<file path="src/rtl/shift_sequencer.sv">
// Command sequencer for a universal shift register: loads a word, then issues
// N fill/rotate shift steps while tracking the register contents in a shadow copy.
module shift_sequencer #(
    parameter int WIDTH = 4,
    parameter int CNT_W = 3
) (
    input  logic             clk,
    input  logic             reset,
    input  logic             start,
    input  logic [WIDTH-1:0] cmd_data,
    input  logic             cmd_dir,
    input  logic             cmd_mode,
    input  logic             cmd_fill,
    input  logic [CNT_W-1:0] cmd_count,
    output logic             ready,
    output logic             busy,
    output logic             done,
    output logic             load_en,
    output logic             shift_en,
    output logic             sel,
    output logic             in,
    output logic [WIDTH-1:0] in_load,
    output logic [WIDTH-1:0] shadow
);

    typedef enum logic [1:0] {
        S_IDLE,
        S_LOAD,
        S_SHIFT,
        S_DONE
    } state_t;

    localparam logic [CNT_W-1:0] CNT_ONE = CNT_W'(1);

    state_t           r_state;
    logic [WIDTH-1:0] r_shadow;
    logic [WIDTH-1:0] r_data;
    logic             r_dir;
    logic             r_mode;
    logic             r_fill;
    logic [CNT_W-1:0] r_cnt_cmd;
    logic [CNT_W-1:0] r_cnt;
    logic             r_ready;
    logic             r_busy;
    logic             r_done;
    logic             r_load_en;
    logic             r_shift_en;
    logic             r_in;

    logic [WIDTH-1:0] w_shifted;
    logic             w_first_in;
    logic             w_next_in;

    // The serial bit is registered, so it is derived from the value the shadow
    // will hold after this edge (the loaded word, or the word after this shift).
    assign w_shifted  = r_dir ? {r_in, r_shadow[WIDTH-1:1]} : {r_shadow[WIDTH-2:0], r_in};
    assign w_first_in = r_mode ? (r_dir ? r_data[0] : r_data[WIDTH-1]) : r_fill;
    assign w_next_in  = r_mode ? (r_dir ? w_shifted[0] : w_shifted[WIDTH-1]) : r_fill;

    // NOTE: all state here is updated with non-blocking assignments so every
    // register samples the pre-edge values of the others, independent of order.
    always_ff @(posedge clk or negedge reset) begin
        if (!reset) begin
            r_state    <= S_IDLE;
            r_shadow   <= '0;
            r_data     <= '0;
            r_dir      <= 1'b0;
            r_mode     <= 1'b0;
            r_fill     <= 1'b0;
            r_cnt_cmd  <= '0;
            r_cnt      <= '0;
            r_ready    <= 1'b1;
            r_busy     <= 1'b0;
            r_done     <= 1'b0;
            r_load_en  <= 1'b0;
            r_shift_en <= 1'b0;
            r_in       <= 1'b0;
        end else begin
            case (r_state)
                S_IDLE: begin
                    if (start) begin
                        r_data    <= cmd_data;
                        r_dir     <= cmd_dir;
                        r_mode    <= cmd_mode;
                        r_fill    <= cmd_fill;
                        r_cnt_cmd <= cmd_count;
                        r_state   <= S_LOAD;
                        r_ready   <= 1'b0;
                        r_busy    <= 1'b1;
                        r_load_en <= 1'b1;
                    end
                end
                S_LOAD: begin
                    r_shadow  <= r_data;
                    r_cnt     <= r_cnt_cmd;
                    r_load_en <= 1'b0;
                    if (r_cnt_cmd != '0) begin
                        r_state    <= S_SHIFT;
                        r_shift_en <= 1'b1;
                        r_in       <= w_first_in;
                    end else begin
                        r_state <= S_DONE;
                        r_busy  <= 1'b0;
                        r_done  <= 1'b1;
                    end
                end
                S_SHIFT: begin
                    r_shadow <= w_shifted;
                    r_cnt    <= r_cnt - CNT_ONE;
                    if (r_cnt == CNT_ONE) begin
                        r_state    <= S_DONE;
                        r_shift_en <= 1'b0;
                        r_busy     <= 1'b0;
                        r_done     <= 1'b1;
                        r_in       <= 1'b0;
                    end else begin
                        r_in <= w_next_in;
                    end
                end
                S_DONE: begin
                    r_state <= S_IDLE;
                    r_done  <= 1'b0;
                    r_ready <= 1'b1;
                end
                default: r_state <= S_IDLE;
            endcase
        end
    end

    assign ready    = r_ready;
    assign busy     = r_busy;
    assign done     = r_done;
    assign load_en  = r_load_en;
    assign shift_en = r_shift_en;
    assign sel      = r_dir;
    assign in       = r_in;
    assign in_load  = r_data;
    assign shadow   = r_shadow;

endmodule
</file>
<file path="config.mk">
export PLATFORM = sky130hd
export DESIGN_NAME = shift_sequencer
export DESIGN_NICKNAME = d
export VERILOG_FILES = /design/src/rtl/shift_sequencer.sv
export SDC_FILE = /design/constraint.sdc
export NUM_CORES = 1
export LEC_CHECK = 0
export ABC_AREA = 0
export BUFFER_PORTS_ARGS = -buffer_cell sky130_fd_sc_hd__buf_2
export CAP_MARGIN = 0
export CORE_MARGIN = 3
export CORE_UTILIZATION = 53
export CTS_CLUSTER_SIZE = 40
export DETAILED_ROUTE_END_ITERATION = 6
export GPL_ROUTABILITY_DRIVEN = 0
export PLACE_DENSITY = 0.78
export SLEW_MARGIN = 20
export SYNTH_ARGS = -nofsm -noshare
export SYNTH_HDL_FRONTEND = slang
export SYNTH_SLANG_ARGS = --single-unit
</file>
<file path="constraint.sdc">
create_clock -name clk -period 1.69 [get_ports clk]
set_input_delay 0.507 -clock clk [delete_from_list [all_inputs] [get_ports clk]]
set_output_delay 0.507 -clock clk [all_outputs]
set_load 0.02 [all_outputs]
</file>
==> results.yml, run 1 <==
outcome:
  status: "complete, no violations"
run:
  cap_violations: 0
sta:
  finalMaxSlewViolations: 0
  fmax_mhz: 623.3
  finalCritPeriodShare: 0.9493
  fin_worst_skew_ps: 4.421
  tightest_slew_ps: 553.6
  worst_slew_margin_rel: 0.6309
  hold_violations: 0
  finalHoldWorstSlack_ps: 165.0
  setup_violations: 0
  grt_setup_unrepaired: "yes"
  finalCriticalPeriod_ps: 1604
logic_synthesis:
  synth.most_common_cell: "dfrtp_1"
  synth_top_family_by_area: "multiplexers"
  ys_warn_count: 0
  synth_top_area_share: 0.4490
  synthFlopType: "dfrtp_1"
  yosys-top-cells-count: "dfrtp_1, mux2_2, inv_1, mux2i_1"
  synth_cell_types: 36
  syn_nets: 130
  synthCells: 111
  yosys.area.top_type: "dfrtp_1"
  async_flop_share: 1.000
  syn_area_sq_mm: 0.001338
  synthXorXnorAreaFrac: 0
  synthMuxAreaShare: 0.2030
  synth_compound_area_frac: 0.1506
  ys_ff_latch: 25
  postSynthAreaPerCell_sq_um: 12.05
  synth.area.top_cells: "dfrtp_1, mux2_2, mux2i_1"
  synth_edf_count: 0
  synth_adder_area_share: 0.05613
  seq_area_frac_synth: 0.4687
  synth-simple-area-share: 0.08045
floorplan:
  num_rows: 17
  io-pin-count: 28
  die_x_um: 56.24
  die-area_sq_mm: 0.003162
  coreArea_sq_mm: 0.002297
  initial_utilization: 0.5822
  fp.dieH_um: 56.24
detailed_routing:
  via_count: 947
  ant_nets: 0
  finalWirelength_um: 2652
  routedWlPerCell_um: 15.42
  avgViaCountPerCell: 5.506
  drc: 0
  firstDrtPassIters: 4
  drt_iter0_markers: 50
critical_path:
  crit_path_start_kind: "register"
  critPathTopFamily: "flip-flops"
  worstSetupEndpointType: "register"
  critPathArrivalTime_ps: 1810
  critPathMaxFanout: 6
  required_ps: 1900
  cp_num_buf_inv: 2
  critical_path_class: "reg -> reg"
  crit_chain: "inv_1, ha_2, buf_4, a21o_1, mux2_1"
  max_stage_delay_ps: 440
  crit_slowest_cell: "dfrtp_1"
cts:
  cts_buffers: 3
  cts_max_path_buffers: 2
  tritoncts: "yes"
  root_buffer: "clkbuf_4"
  cts_num_sinks: 25
  ctsHoldBuffers: 0
  clk_pin_slew_worst_paths_ps: 130
  worstSkewPairLatency_ps: 310
  htreeDepth: 1
global_routing:
  grt_usage: 0.1838
  grt_antenna_before_repair: 0
  grt_max_degree: 26
  grt_pass1_vias: 961
  grt_overflow: 0
  grt_pass1_wl_um: 4705
power:
  ir_drop_mv: 1.378
  finalPower_uw: 3634
  leakagePower_uw: 0.0007471
  power_density_mw_per_mm2: 2294
placement:
  placed_cell_area_sq_mm: 0.001520
  hpwl_um: 2030
  io_buffers: 27
final_layout:
  final_area_sq_mm: 0.001584
  multi_input_area_sq_um: 675.6
  regArea_sq_um: 628.1
  nFillCells: 168
  area_delta_synth_final_pct: 18.43
  layout-drive-gt1-share: 0.4514
  fin_nets: 164
  num_antenna_cells: 0
worst_hold_path:
  min_path_type: "in -> async"
-- metrics by stage --
stage | instances | TNS (ps) | setup slack (ps) | util
final | 172 | 0 | 85.75 | 0.6895
after global routing | 172 | -11.80 | -10.82 | 0.6895
after CTS | 170 | 0 | 37.93 | 0.6737
after detailed placement | 166 | 0 | 88.85 | 0.6618
after global placement | 166 | 0 | 132.9 | 0.6618
after floorplan | 111 | 0 | 145.2 | -
-- where the power goes --
part | leakage, uW | switching, uW | internal, uW
logic | 0.000438 | 1090 | 1030
clock network | 0.0000177 | 169 | 88.4
registers | 0.000291 | 325 | 934
-- flip-flops by register name (all words and copies together), names as in the netlist --
signal     cells
busy           1
done           1
in             1
in_load        4
load_en        1
r_cnt          3
r_cnt_cmd      3
r_fill         1
r_mode         1
r_state        2
ready          1
sel            1
shadow         4
shift_en       1
-- cells in the final DEF (no fill, tap or decap), drive strengths merged, types with 2 or more instances in the layout --
master   Yosys  layout
buf          3      33
dfrtp       24      24
mux2        17      17
inv         10      10
mux2i        8       8
nor2         6       6
a21oi        6       6
ha           6       6
a211oi       4       4
clkbuf       1       3
a2111oi      3       3
o21ai        2       2
nand3        2       2
nand2b       2       2
nand2        2       2
-- cells by family after synthesis --
family	count (synthesis)
AOI/OAI and AO/OA	25
muxes	25
DFF	25
and+or+nand+nor	16
buffers and inverters	14
adders and majority gates	6
-- layer usage --
| metal | share of wire | global-route usage | vias to the layer above |
|---|---|---|---|
| met1 | 0.48 | 0.2673 | 458 |
| met4 | 0.0057 | 0.04746 | 0 |
| met2 | 0.48 | 0.2871 | 19 |
| met3 | 0.035 | 0.02552 | 2 |
| li1 | - | - | 468 |
| met5 | 0 | 0 | - |
-- what timing repair did --
action	CTS	global route
endpoints found under the setup margin	0	6
gates resized for setup	0	8
setup buffers	0	2
-- area by class of cell --
type | count | share of cell area
clock inverters | 1 | 0.003160
flip-flops and latches | 25 | 0.3965
multi-input cells | 72 | 0.4265
repair buffers | 33 | 0.1137
well taps | 28 | 0.02212
inverters | 10 | 0.02370
clock buffers | 3 | 0.01422
-- path summary, 6_finish.rpt --
check / start / to / slack, ps / cells past startpoint
worst max-delay path: r_state[0] / r_state[1] / 90 / 5
worst min-delay path: reset / r_cnt[1] / 170 / 1
worst max register to register: r_state[0] / r_state[1] / 90 / 5
worst min register to register: ready / ready / 500 / 2
max in group asynchronous: reset / sel / 1130 / 1
min in group clk: cmd_fill / r_fill / 410 / 2
Power figures use the tool's default switching activity.
==> run 2: changes to the inputs <==
==> constraint.sdc (replaced) <==
create_clock -name clk -period 1.69 [get_ports clk]
set_input_delay 0.507 -clock clk [delete_from_list [all_inputs] [get_ports clk]]
set_output_delay 0.507 -clock clk [all_outputs]
set_load 0.1 [all_outputs]
==> run 2 against run 1 <==
Net effect:
- global-route usage grew 1.0 points
- register-to-register slack is essentially flat
- maximum frequency shrank 2.3%
- first-iteration DRC count shrank 36%
- critical endpoint is now busy
- wire length grew 9.2%
- non-clock buffer count is the same
- largest cell class unchanged
==> results.yml, run 2 (synthesis gave the netlist of run 1 again) <==
placement:
  hpwl_um: 2126
  dp_cells: 166
  io_buffers: 27
sta:
  hold_violations: 0
  finalHoldWorstSlack_ps: 129.4
  worst_slew_margin_rel: 0.6301
  grt_setup_unrepaired: "yes"
  tightest_slew_ps: 554.9
  fin_worst_skew_ps: 11.81
  finalMaxSlewViolations: 0
  finalCriticalPeriod_ps: 1643
  setup_violations: 0
  finalCritPeriodShare: 0.9720
  fmax_mhz: 608.8
critical_path:
  critPathMaxFanout: 2
  max_stage_delay_ps: 430
  r2r-end: "r_cnt_cmd[1]"
  critPathArrivalTime_ps: 1140
  reg2reg_depth: 5
  crit_path_start_kind: "register"
  crit_chain: "buf_2"
  crit_slowest_cell: "buf_2"
  reg2reg_setup_slack_ps: 100
  required_ps: 1180
  cp_num_buf_inv: 1
  critical_path_class: "reg -> out"
  critPathTopFamily: "buffers and inverters"
  r2r_start: "r_state[0]"
  worstSetupEndpointType: "output pin"
global_routing:
  grt_usage: 0.1943
  grt_pass1_wl_um: 4795
  grt_pass1_vias: 1029
  grt_antenna_before_repair: 0
  grt_overflow: 0
  grt_max_degree: 26
floorplan:
  die-area_sq_mm: 0.003162
  die_x_um: 56.24
  io-pin-count: 28
  num_rows: 17
  fp.dieH_um: 56.24
  coreArea_sq_mm: 0.002297
  initial_utilization: 0.5822
final_layout:
  nFillCells: 166
  num_antenna_cells: 0
  final_common_cell: "dfrtp_1"
  area_delta_synth_final_pct: 21.80
  layout-drive-gt1-share: 0.4306
  stdcell_count: 172
  mostFrequentLayoutCells: "dfrtp_1, mux2_2, buf_2"
  fin_nets: 164
detailed_routing:
  via_count: 998
  routedWlPerCell_um: 16.84
  avgViaCountPerCell: 5.802
  ant_nets: 0
  drt_iter0_markers: 32
  firstDrtPassIters: 4
  finalWirelength_um: 2897
  drc: 0
cts:
  htreeDepth: 1
  tritoncts: "yes"
  root_buffer: "clkbuf_4"
  clk_pin_slew_worst_paths_ps: 160
  cts_max_path_buffers: 2
  worstSkewPairLatency_ps: 340
  cts_buffers: 3
  cts_num_sinks: 25
  ctsHoldBuffers: 0
outcome:
  status: "complete, no violations"
run:
  cap_violations: 0
worst_hold_path:
  min_path_type: "in -> async"
==> run 2: cell count changes in the layout (fill, tap and decap cells not counted), moves of 2 or more <==
cell / delta
buf_12: +2
buf_4: +7
clkbuf_4: +3
ha_1: +2
ha_2: -2
buf_2: -12
==> run 2: metal layers <==
layer,GRT usage,wire length [um],up-vias
li1,-,-,468
met1,0.2507,1282,495
met2,0.3306,1412,30
met3,0.03712,168,5
met4,0.05424,34,0
met5,0,0,-
==> run 2: per-stage QoR <==
step / setup TNS, ps / utilization / setup slack (ps) / instance area, sq um
5_1_grt: -65.70 / 0.7092 / -30.49 / 1629
4_1_cts: 0 / 0.6972 / 3.143 / 1602
3_5_place_dp: 0 / 0.6765 / 80.44 / 1554
3_3_place_gp: 0 / 0.6765 / 143.9 / 1554
6_report: 0 / 0.7092 / 47.33 / 1629
2_1_floorplan: 0 / - / 51.72 / 1341
==> run 2: timing repair <==
action	4_1_cts	5_1_grt
pin swaps	0	1
resized for setup	7	6
setup buffers	0	2
endpoints found under the setup margin	7	7
==> run 2: worst max path at each step <==
stage,slack [ps],endpoint,depth (start not counted),startpoint
final,50,busy,1,busy
after global placement,140,r_state[1],5,r_state[0]
after global routing,-30,r_state[0],5,r_state[1]
after CTS,3,shadow[0],1,shadow[0]
after floorplan,50,in,3,in_load[0]
after detailed placement,80,in,5,r_state[0]
==> run 2: final cells by class <==
| class | count | area [sq um] | share of cell area |
|---|---|---|---|
| inverter | 10 | 37.54 | 0.02304 |
| multi-input combinational | 72 | 660.6 | 0.4055 |
| clock inverter | 1 | 7.507 | 0.004608 |
| timing repair buffer | 33 | 235.2 | 0.1444 |
| clock buffer | 3 | 22.52 | 0.01382 |
| tap | 28 | 35.03 | 0.02151 |
| sequential | 25 | 630.6 | 0.3871 |
Power of run 2 is left out: the tool's default activity adds up to more than one toggle a clock period on the data nets, which glitch-free logic cannot reach.
==> run 3: changes to the inputs <==
--- a/config.mk
+++ b/config.mk
@@ -13,7 +13,7 @@
 export CTS_CLUSTER_SIZE = 40
 export DETAILED_ROUTE_END_ITERATION = 6
 export GPL_ROUTABILITY_DRIVEN = 0
-export PLACE_DENSITY = 0.78
+export PLACE_DENSITY = 0.83
 export SLEW_MARGIN = 20
 export SYNTH_ARGS = -nofsm -noshare
 export SYNTH_HDL_FRONTEND = slang
==> run 3 against run 2 <==
Net effect:
- first-iteration DRC count is 59% lower
- register-to-register slack worse by 30 ps
- wire length is 0.28% higher
- clock skew is 7.4 ps lower
- global-route usage is 0.49 points lower
- flip-flop and latch count stayed put
- via count is 1.5% lower
- clock-buffer cell count stayed put
- maximum frequency is 0.56% higher
- cell count is 0.58% lower
- sequential share of layout area is 0.29 points higher
- critical path type unchanged
- highest routed layer unchanged
==> results.yml, run 3 (synthesis gave the netlist of run 1 again) <==
sta:
  grt_setup_unrepaired: "yes"
  hold_violations: 0
  tightest_slew_ps: 569.8
  fin_worst_skew_ps: 4.452
  fmax_mhz: 612.2
  finalCritPeriodShare: 0.9666
  worst_slew_margin_rel: 0.6201
  setup_violations: 0
  finalMaxSlewViolations: 0
  setup_tns_ps: 0
  finalCriticalPeriod_ps: 1634
detailed_routing:
  drt_iter0_markers: 13
  firstDrtPassIters: 4
  avgViaCountPerCell: 5.749
  finalWirelength_um: 2905
  ant_nets: 0
  via_count: 983
  routedWlPerCell_um: 16.99
  drc: 0
floorplan:
  coreArea_sq_mm: 0.002297
  die_x_um: 56.24
  num_rows: 17
  initial_utilization: 0.5822
  die-area_sq_mm: 0.003162
  fp.dieH_um: 56.24
  io-pin-count: 28
final_layout:
  mostFrequentLayoutCells: "dfrtp_1, buf_2, mux2_2"
  area_delta_synth_final_pct: 21.14
  num_antenna_cells: 0
  final_area_sq_mm: 0.001620
  finalCoreUtilization: 0.7053
  final_common_cell: "dfrtp_1"
  layout-drive-gt1-share: 0.4406
  fin_nets: 163
outcome:
  status: "complete, no violations"
placement:
  placed_cell_area_sq_mm: 0.001546
  io_buffers: 27
  hpwl_um: 2135
cts:
  tritoncts: "yes"
  worstSkewPairLatency_ps: 320
  root_buffer: "clkbuf_4"
  cts_max_path_buffers: 2
  clk_pin_slew_worst_paths_ps: 140
  cts_num_sinks: 25
  htreeDepth: 1
  cts_buffers: 3
worst_hold_path:
  min_path_type: "in -> async"
critical_path:
  reg2reg_depth: 6
  reg2reg_setup_slack_ps: 70
  r2r-end: "in"
  critPathMaxFanout: 2
  critPathLaunch: "shift_en"
  cp.depth: 1
  max_stage_delay_ps: 430
  cp_num_buf_inv: 1
  required_ps: 1180
  critPathCapture: "shift_en"
  critPathArrivalTime_ps: 1130
  r2r_start: "r_state[1]"
  critPathTopFamily: "buffers and inverters"
  crit_path_start_kind: "register"
  crit_slowest_cell: "buf_2"
  worstSetupEndpointType: "output pin"
  critical_path_class: "reg -> out"
  crit_chain: "buf_2"
global_routing:
  grt_pass1_wl_um: 4629
  grt_max_degree: 26
  grt_usage: 0.1893
  grt_overflow: 0
  grt_antenna_before_repair: 0
  grt_pass1_vias: 978
run:
  cap_violations: 0
[run 3: worst min-delay path by stage]
stage	from	to	slack, ps	depth (start not counted)
detailed placement	shift_en	shift_en	490	1
floorplan	reset	busy	210	0
global placement	shift_en	shift_en	500	1
finish	reset	r_cnt[2]	150	1
CTS	reset	r_cnt[2]	170	1
global route	reset	r_cnt[1]	160	1
[run 3: routing by layer]
metal	up-vias	track usage	routed length [um]
li1	467	-	-
met1	482	0.2327	1308
met2	24	0.3122	1395
met3	10	0.04640	104
met4	0	0.08475	96
met5	-	0	0
[run 3: worst register-to-register path, stage by stage, from the launching register on]
cell      delay [ps]
dfrtp_2          460
inv_1             90
ha_2             220
nor4b_4          310
buf_4            190
a211oi_1          40
a211oi_1         230
[run 3: layout make-up]
| type | instances | area (sq um) |
|---|---|---|
| timing repair buffer | 32 | 225.2 |
| inverter | 10 | 37.54 |
| sequential | 25 | 631.9 |
| clock inverter | 1 | 5.005 |
| multi-input combinational | 72 | 663.1 |
| tap | 28 | 35.03 |
| clock buffer | 3 | 22.52 |
| fill | 171 | 676.9 |
[run 3: per-stage QoR]
step / instances / setup WS [ps] / hold slack, ps
5_1_grt: 171 / -57.89 / 164.3
2_1_floorplan: 111 / 51.72 / 211.4
3_3_place_gp: 165 / 170.6 / 498.0
4_1_cts: 169 / 4.323 / 167.6
6_report: 171 / 56.46 / 155.0
3_5_place_dp: 165 / 83.27 / 493.5
[run 3: timing repair]
action	in CTS	in global routing
hold buffers	0	0
resized for setup	4	10
setup endpoints to repair	4	9
buffers inserted	0	2
Power of run 3 is left out for the same reason.
